**config.mk**
```make
export PLATFORM = sky130hd
export DESIGN_NAME = elevator_car_controller
export DESIGN_NICKNAME = d
export VERILOG_FILES = /design/src/rtl/elevator_car_controller.sv
export SDC_FILE = /design/constraint.sdc
export NUM_CORES = 1
export LEC_CHECK = 0
export ABC_AREA = 1
export CAP_MARGIN = 20
export CORE_MARGIN = 5
export CORE_UTILIZATION = 53
export DETAILED_ROUTE_END_ITERATION = 10
export PLACE_DENSITY = 0.8
export SYNTH_ARGS = -nofsm -noshare
export SYNTH_HDL_FRONTEND = slang
export SYNTH_SLANG_ARGS = --single-unit
```
**constraint.sdc**
```tcl
create_clock -name clock_i -period 1.84 [get_ports clock_i]
set_input_delay 0.276 -clock clock_i [delete_from_list [all_inputs] [get_ports clock_i]]
set_output_delay 0.276 -clock clock_i [all_outputs]
set_load 0.02 [all_outputs]
```
**src/rtl/elevator_car_controller.sv**
```systemverilog
// Elevator car-motion controller: latches floor calls, runs a direction-preserving sweep,
// times floor travel and door dwell. Define ELEVATOR_DOOR_HOLD_EN to add the door_hold_i input.
module elevator_car_controller #(
   parameter int unsigned FLOORS        = 6,
   parameter int unsigned TRAVEL_CYCLES = 50_000_000,
   parameter int unsigned DOOR_CYCLES   = 150_000_000
) (
   input  logic              clock_i,
   input  logic              reset_i,
   input  logic [FLOORS-1:0] call_req_i,
`ifdef ELEVATOR_DOOR_HOLD_EN
   input  logic              door_hold_i,
`endif
   output logic [2:0]        current_floor_o,
   output logic              door_n_o,
   output logic              moving_o,
   output logic              dir_up_o,
   output logic [FLOORS-1:0] pending_o
);

   localparam int unsigned MaxCycles = (TRAVEL_CYCLES > DOOR_CYCLES) ? TRAVEL_CYCLES
                                                                      : DOOR_CYCLES;
   localparam int unsigned TimerW    = $clog2(MaxCycles + 1);

   localparam logic [TimerW-1:0] TravelLast = TimerW'(TRAVEL_CYCLES - 1);
   localparam logic [TimerW-1:0] DoorLast   = TimerW'(DOOR_CYCLES - 1);
   localparam logic [TimerW-1:0] TimerOne   = TimerW'(1);
   localparam logic [2:0]        TopFloor   = 3'(FLOORS);

   typedef enum logic [1:0] {StIdle, StMove, StDoor} state_e;

   state_e              state_q, state_d;
   logic [2:0]          floor_q, floor_d;
   logic                dir_up_q, dir_up_d;
   logic [TimerW-1:0]   timer_q, timer_d;
   logic [FLOORS-1:0]   pending_q, pending_d;

   logic [FLOORS-1:0]   cur_oh, next_oh, above, below;
   logic [FLOORS-1:0]   req_masked, clear;
   logic [2:0]          next_floor, clamp_floor;
   logic                ahead, behind, step_ok, hold;

`ifdef ELEVATOR_DOOR_HOLD_EN
   assign hold = door_hold_i;
`else
   assign hold = 1'b0;
`endif

   // Floor-relative masks; "ahead"/"behind" depend on the current sweep direction.
   always_comb begin : decode
      next_floor = dir_up_q ? (floor_q + 3'd1) : (floor_q - 3'd1);
      cur_oh     = '0;
      next_oh    = '0;
      above      = '0;
      below      = '0;
      for (int unsigned i = 0; i < FLOORS; i++) begin
         cur_oh[i]  = (32'(floor_q) == i + 1);
         next_oh[i] = (32'(next_floor) == i + 1);
         above[i]   = (i + 1 > 32'(floor_q));
         below[i]   = (i + 1 < 32'(floor_q));
      end
      ahead   = dir_up_q ? |(pending_q & above) : |(pending_q & below);
      behind  = dir_up_q ? |(pending_q & below) : |(pending_q & above);
      step_ok = dir_up_q ? (floor_q < TopFloor) : (floor_q > 3'd1);
      if (floor_q > TopFloor) begin
         clamp_floor = TopFloor;
      end else if (floor_q == 3'd0) begin
         clamp_floor = 3'd1;
      end else begin
         clamp_floor = floor_q;
      end
   end

   always_ff @(posedge clock_i) begin
      if (reset_i) begin
         state_q   <= StIdle;
         floor_q   <= 3'd1;
         dir_up_q  <= 1'b1;
         timer_q   <= '0;
         pending_q <= '0;
      end else begin
         state_q   <= state_d;
         floor_q   <= floor_d;
         dir_up_q  <= dir_up_d;
         timer_q   <= timer_d;
         pending_q <= pending_d;
      end
   end

   always_comb begin : next_state
      state_d    = state_q;
      floor_d    = floor_q;
      dir_up_d   = dir_up_q;
      timer_d    = timer_q;
      req_masked = call_req_i;
      clear      = '0;
      unique case (state_q)
         StIdle: begin
            timer_d = '0;
            if (|(pending_q & cur_oh)) begin
               state_d = StDoor;
               clear   = cur_oh;
            end else if (ahead) begin
               state_d = StMove;
            end else if (behind) begin
               dir_up_d = ~dir_up_q;
               state_d  = StMove;
            end
         end
         StMove: begin
            if (timer_q >= TravelLast) begin
               timer_d = '0;
               if (!step_ok) begin
                  // Would leave the shaft: pin the floor and stop.
                  floor_d = clamp_floor;
                  state_d = StIdle;
               end else begin
                  floor_d = next_floor;
                  if (|(pending_q & next_oh)) begin
                     state_d = StDoor;
                     clear   = next_oh;
                  end
               end
            end else begin
               timer_d = timer_q + TimerOne;
            end
         end
         StDoor: begin
            req_masked = call_req_i & ~cur_oh;
            if (hold || |(call_req_i & cur_oh)) begin
               timer_d = '0;
            end else if (timer_q >= DoorLast) begin
               timer_d = '0;
               if (ahead) begin
                  state_d = StMove;
               end else if (behind) begin
                  dir_up_d = ~dir_up_q;
                  state_d  = StMove;
               end else begin
                  state_d = StIdle;
               end
            end else begin
               timer_d = timer_q + TimerOne;
            end
         end
         default: begin
            state_d = StIdle;
            timer_d = '0;
         end
      endcase
      pending_d = (pending_q | req_masked) & ~clear;
   end

   always_comb begin : outputs
      moving_o = (state_q == StMove);
      door_n_o = (state_q != StDoor);
   end

   assign current_floor_o = floor_q;
   assign dir_up_o        = dir_up_q;
   assign pending_o       = pending_q;

endmodule

```
==> metrics.yaml <==
status: "completed"
r2r-end: "state_q[1]"
seq_area_frac_synth: 0.283
fin_area_um2: 3750
holdBufCountCts: 0
final_max_slew_viol_count: 0
yosysUniqueCellTypes: 34
p_leak_nw: 1.51
path_class: "flop to flop"
clk_latency_ps: 300
fin_crit_ps: 1820
gr-total-overflow: 0
dp_cells: 545
synth_nets: 467
worstPathMaxFanout: 4
drive_gt1_frac: 0.277
port_buffers: 19
worstPathArrival_ps: 2020
cp_num_cells: 15
clkTransAtPathRegs_ps: 80
num_rows: 26
ant_nets: 0
ir_worst_vdd_mv: 0.476
async_reset_ff_frac: 0
gp_congestion: 0.944
endpoint_kind: "flop"
drv_cap: 0
final_cells: 565
synth_top_area_share: 0.283
worst_slack_ps: 20.2
crit_start: "current_floor_o[0]"
root_buffer: "clkbuf_8"
crit_family: "simple AND/OR/NAND/NOR gates"
crit_end: "state_q[1]"
setup_viol: 0
clockBufferDepth: 2
num_antenna_cells: 0
initialDrtViolationCount: 209
rsz0062_at_grt: "true"
dieArea_um2: 6900
synth.avg_cell_area_um2: 6.30
drc: 0
grt_use_total: 0.198
ys_warn_count: 0
clockPowerShare: 0.245
dr.pass1.iters: 7
r2r_slack_ps: 20
synth_edf_count: 0
max_freq_ghz: 0.550
wirelength_um: 7930
dp_hpwl_um: 5120
vias: 3061
cts-buffers-inserted: 5
grt_pass1_vias: 2694
crit_path_max_incr_delay_ps: 390
cp_num_buf_inv: 2
powerDensity_nw_per_um2: 602
die_w_um: 83.1
wl_per_cell_um: 14.0
post-route-period-util: 0.989
tightest_slew_ps: 332
hold_viol_final: 0
r2r_cells: 15
slew-limit-headroom: 0.778
h-tree-depth: 2
cp_cell_sequence: "inv_6 -> buf_6 -> ha_4 -> nand2_1 -> nand2_1 -> nand2_1 -> nand2_2 -> nand3_2 -> nand2_2 -> nor2_2 -> nand3_2 -> nand3_4 -> nand2_1 -> nand2_1 -> nor2_1"
antenna_found_initial: 0
r2r_start: "current_floor_o[0]"
fp.dieH_um: 83.1
p_int_mw: 1.47
grt_pass1_wl_um: 11600
critPathRequiredTime_ps: 2040
cts.sinks: 40
pwr-share-seq: 0.418
grt_max_degree: 29
sw_frac_of_total: 0.348
min_path_type: "flop to flop"
power_frac_comb: 0.337
start_util: 0.551
place_area_um2: 3180
startpoint_type: "flop"
clock_skew_ps: 6.45
fillCellCount: 403
synth_top_area_cell: "dfxtp_1"
io_pins: 20
syn_inst: 449
synthTopCellsByArea: "dfxtp_1 (28%), nand2_1 (16%), nor2_1 (9.7%)"
synth_ff_type: "dfxtp_1"
synth.cell_area_um2: 2830
vias_per_cell: 5.42
syn_to_final_growth_pct: 32.5
power_switching_mw: 0.786
crit_top_cell: "nand2_1"
synth_seq_cells: 40
cts_tree: "built"
nets: 513
final_common_cell: "nand2_1"
dpl_worst_slack_ps: 16.0
layout_common_cells: "nand2_1 (108), nor2_1 (51), inv_1 (45)"
slowest_stage: "dfxtp_4"
core_um2: 5140
==> power by group through the flow <==
stage / Sequential [mW] / Clock (mW) / Combinational, mW
final: 0.944 / 0.552 / 0.762
after global routing: 0.947 / 0.609 / 0.831
after CTS: 0.941 / 0.568 / 0.586
after detailed placement: 0.961 / 0 / 0.596
after global placement: 0.958 / 0 / 0.581
after floorplan: 0.962 / 0 / 0.399
==> per-layer routing <==
| metal | global-route usage | vias up | share of wire |
|---|---|---|---|
| met5 | 0 | - | 0 |
| met2 | 0.349 | 155 | 0.50 |
| met4 | 0.0728 | 0 | 0.030 |
| met1 | 0.235 | 1385 | 0.40 |
| li1 | - | 1492 | - |
| met3 | 0.0406 | 29 | 0.070 |
==> repair_timing <==
action                                  CTS  global route
endpoints found under the setup margin    3            35
resized for setup                         3            95
setup buffers                             0            10
cloned                                    0             3
pin swaps                                 0            31
==> worst min-delay path by stage <==
stage	slack, ps	startpoint	to	cells after the start
6_report	520	timer_q[26]	timer_q[26]	3
5_1_grt	540	timer_q[26]	timer_q[26]	3
4_1_cts	450	timer_q[0]	timer_q[0]	1
3_5_place_dp	440	timer_q[0]	timer_q[0]	1
3_3_place_gp	430	timer_q[0]	timer_q[0]	1
2_1_floorplan	350	reset_i	pending_o[2]	1
==> cells by family after synthesis <==
logic type	after synthesis	synth area share
buffers and inverters	62	0.0920
AOI/OAI and AO/OA	39	0.0756
adders and majority gates	10	0.0442
DFF	40	0.283
xor gates and xnor gates	21	0.0650
and+or+nand+nor	277	0.440
==> synth_stat cells, drive strengths merged, types with 7 or more instances <==
| library cell | instances |
|---|---|
| nand2 | 126 |
| nor2 | 93 |
| inv | 53 |
| dfxtp | 40 |
| nand3 | 39 |
| o21ai | 22 |
| a21oi | 14 |
| xor2 | 14 |
| ha | 10 |
| nand4 | 8 |
| buf | 7 |
| nor3 | 7 |
| xnor2 | 7 |
==> worst reg2reg max path, cell delays in order (launching register included) <==
cell and delay, ps:
dfxtp_4 390, inv_6 60, buf_6 120, ha_4 160, nand2_1 100, nand2_1 70
nand2_1 90, nand2_2 100, nand3_2 100, nand2_2 60, nor2_2 90, nand3_2 100
nand3_4 130, nand2_1 70, nand2_1 60, nor2_1 30
==> cell type report <==
class | instances | area [um2] | share of cell area
Multi-Input combinational cell | 347 | 2060 | 0.550
Clock inverter | 1 | 5.00 | 0.00133
Sequential cell | 40 | 817 | 0.218
Inverter | 54 | 210 | 0.0560
Tap cell | 70 | 87.6 | 0.0233
Timing Repair Buffer | 47 | 494 | 0.132
Clock buffer | 6 | 72.6 | 0.0193
==> per-stage QoR <==
stage | hold WS (ps) | TNS (ps) | total power, mW | utilization
finish | 516 | 0 | 2.26 | 0.730
global route | 538 | -927 | 2.39 | 0.730
CTS | 455 | 0 | 2.09 | 0.634
detailed placement | 438 | 0 | 1.56 | 0.618
global placement | 428 | 0 | 1.54 | 0.618
floorplan | 354 | 0 | 1.36 | -
==> flip-flops by register name, indices dropped and copies added (netlist names) <==
signal           flops
dir_up_o             1
timer_q             28
pending_o            6
current_floor_o      3
state_q              2
Power figures use the tool's default switching activity.
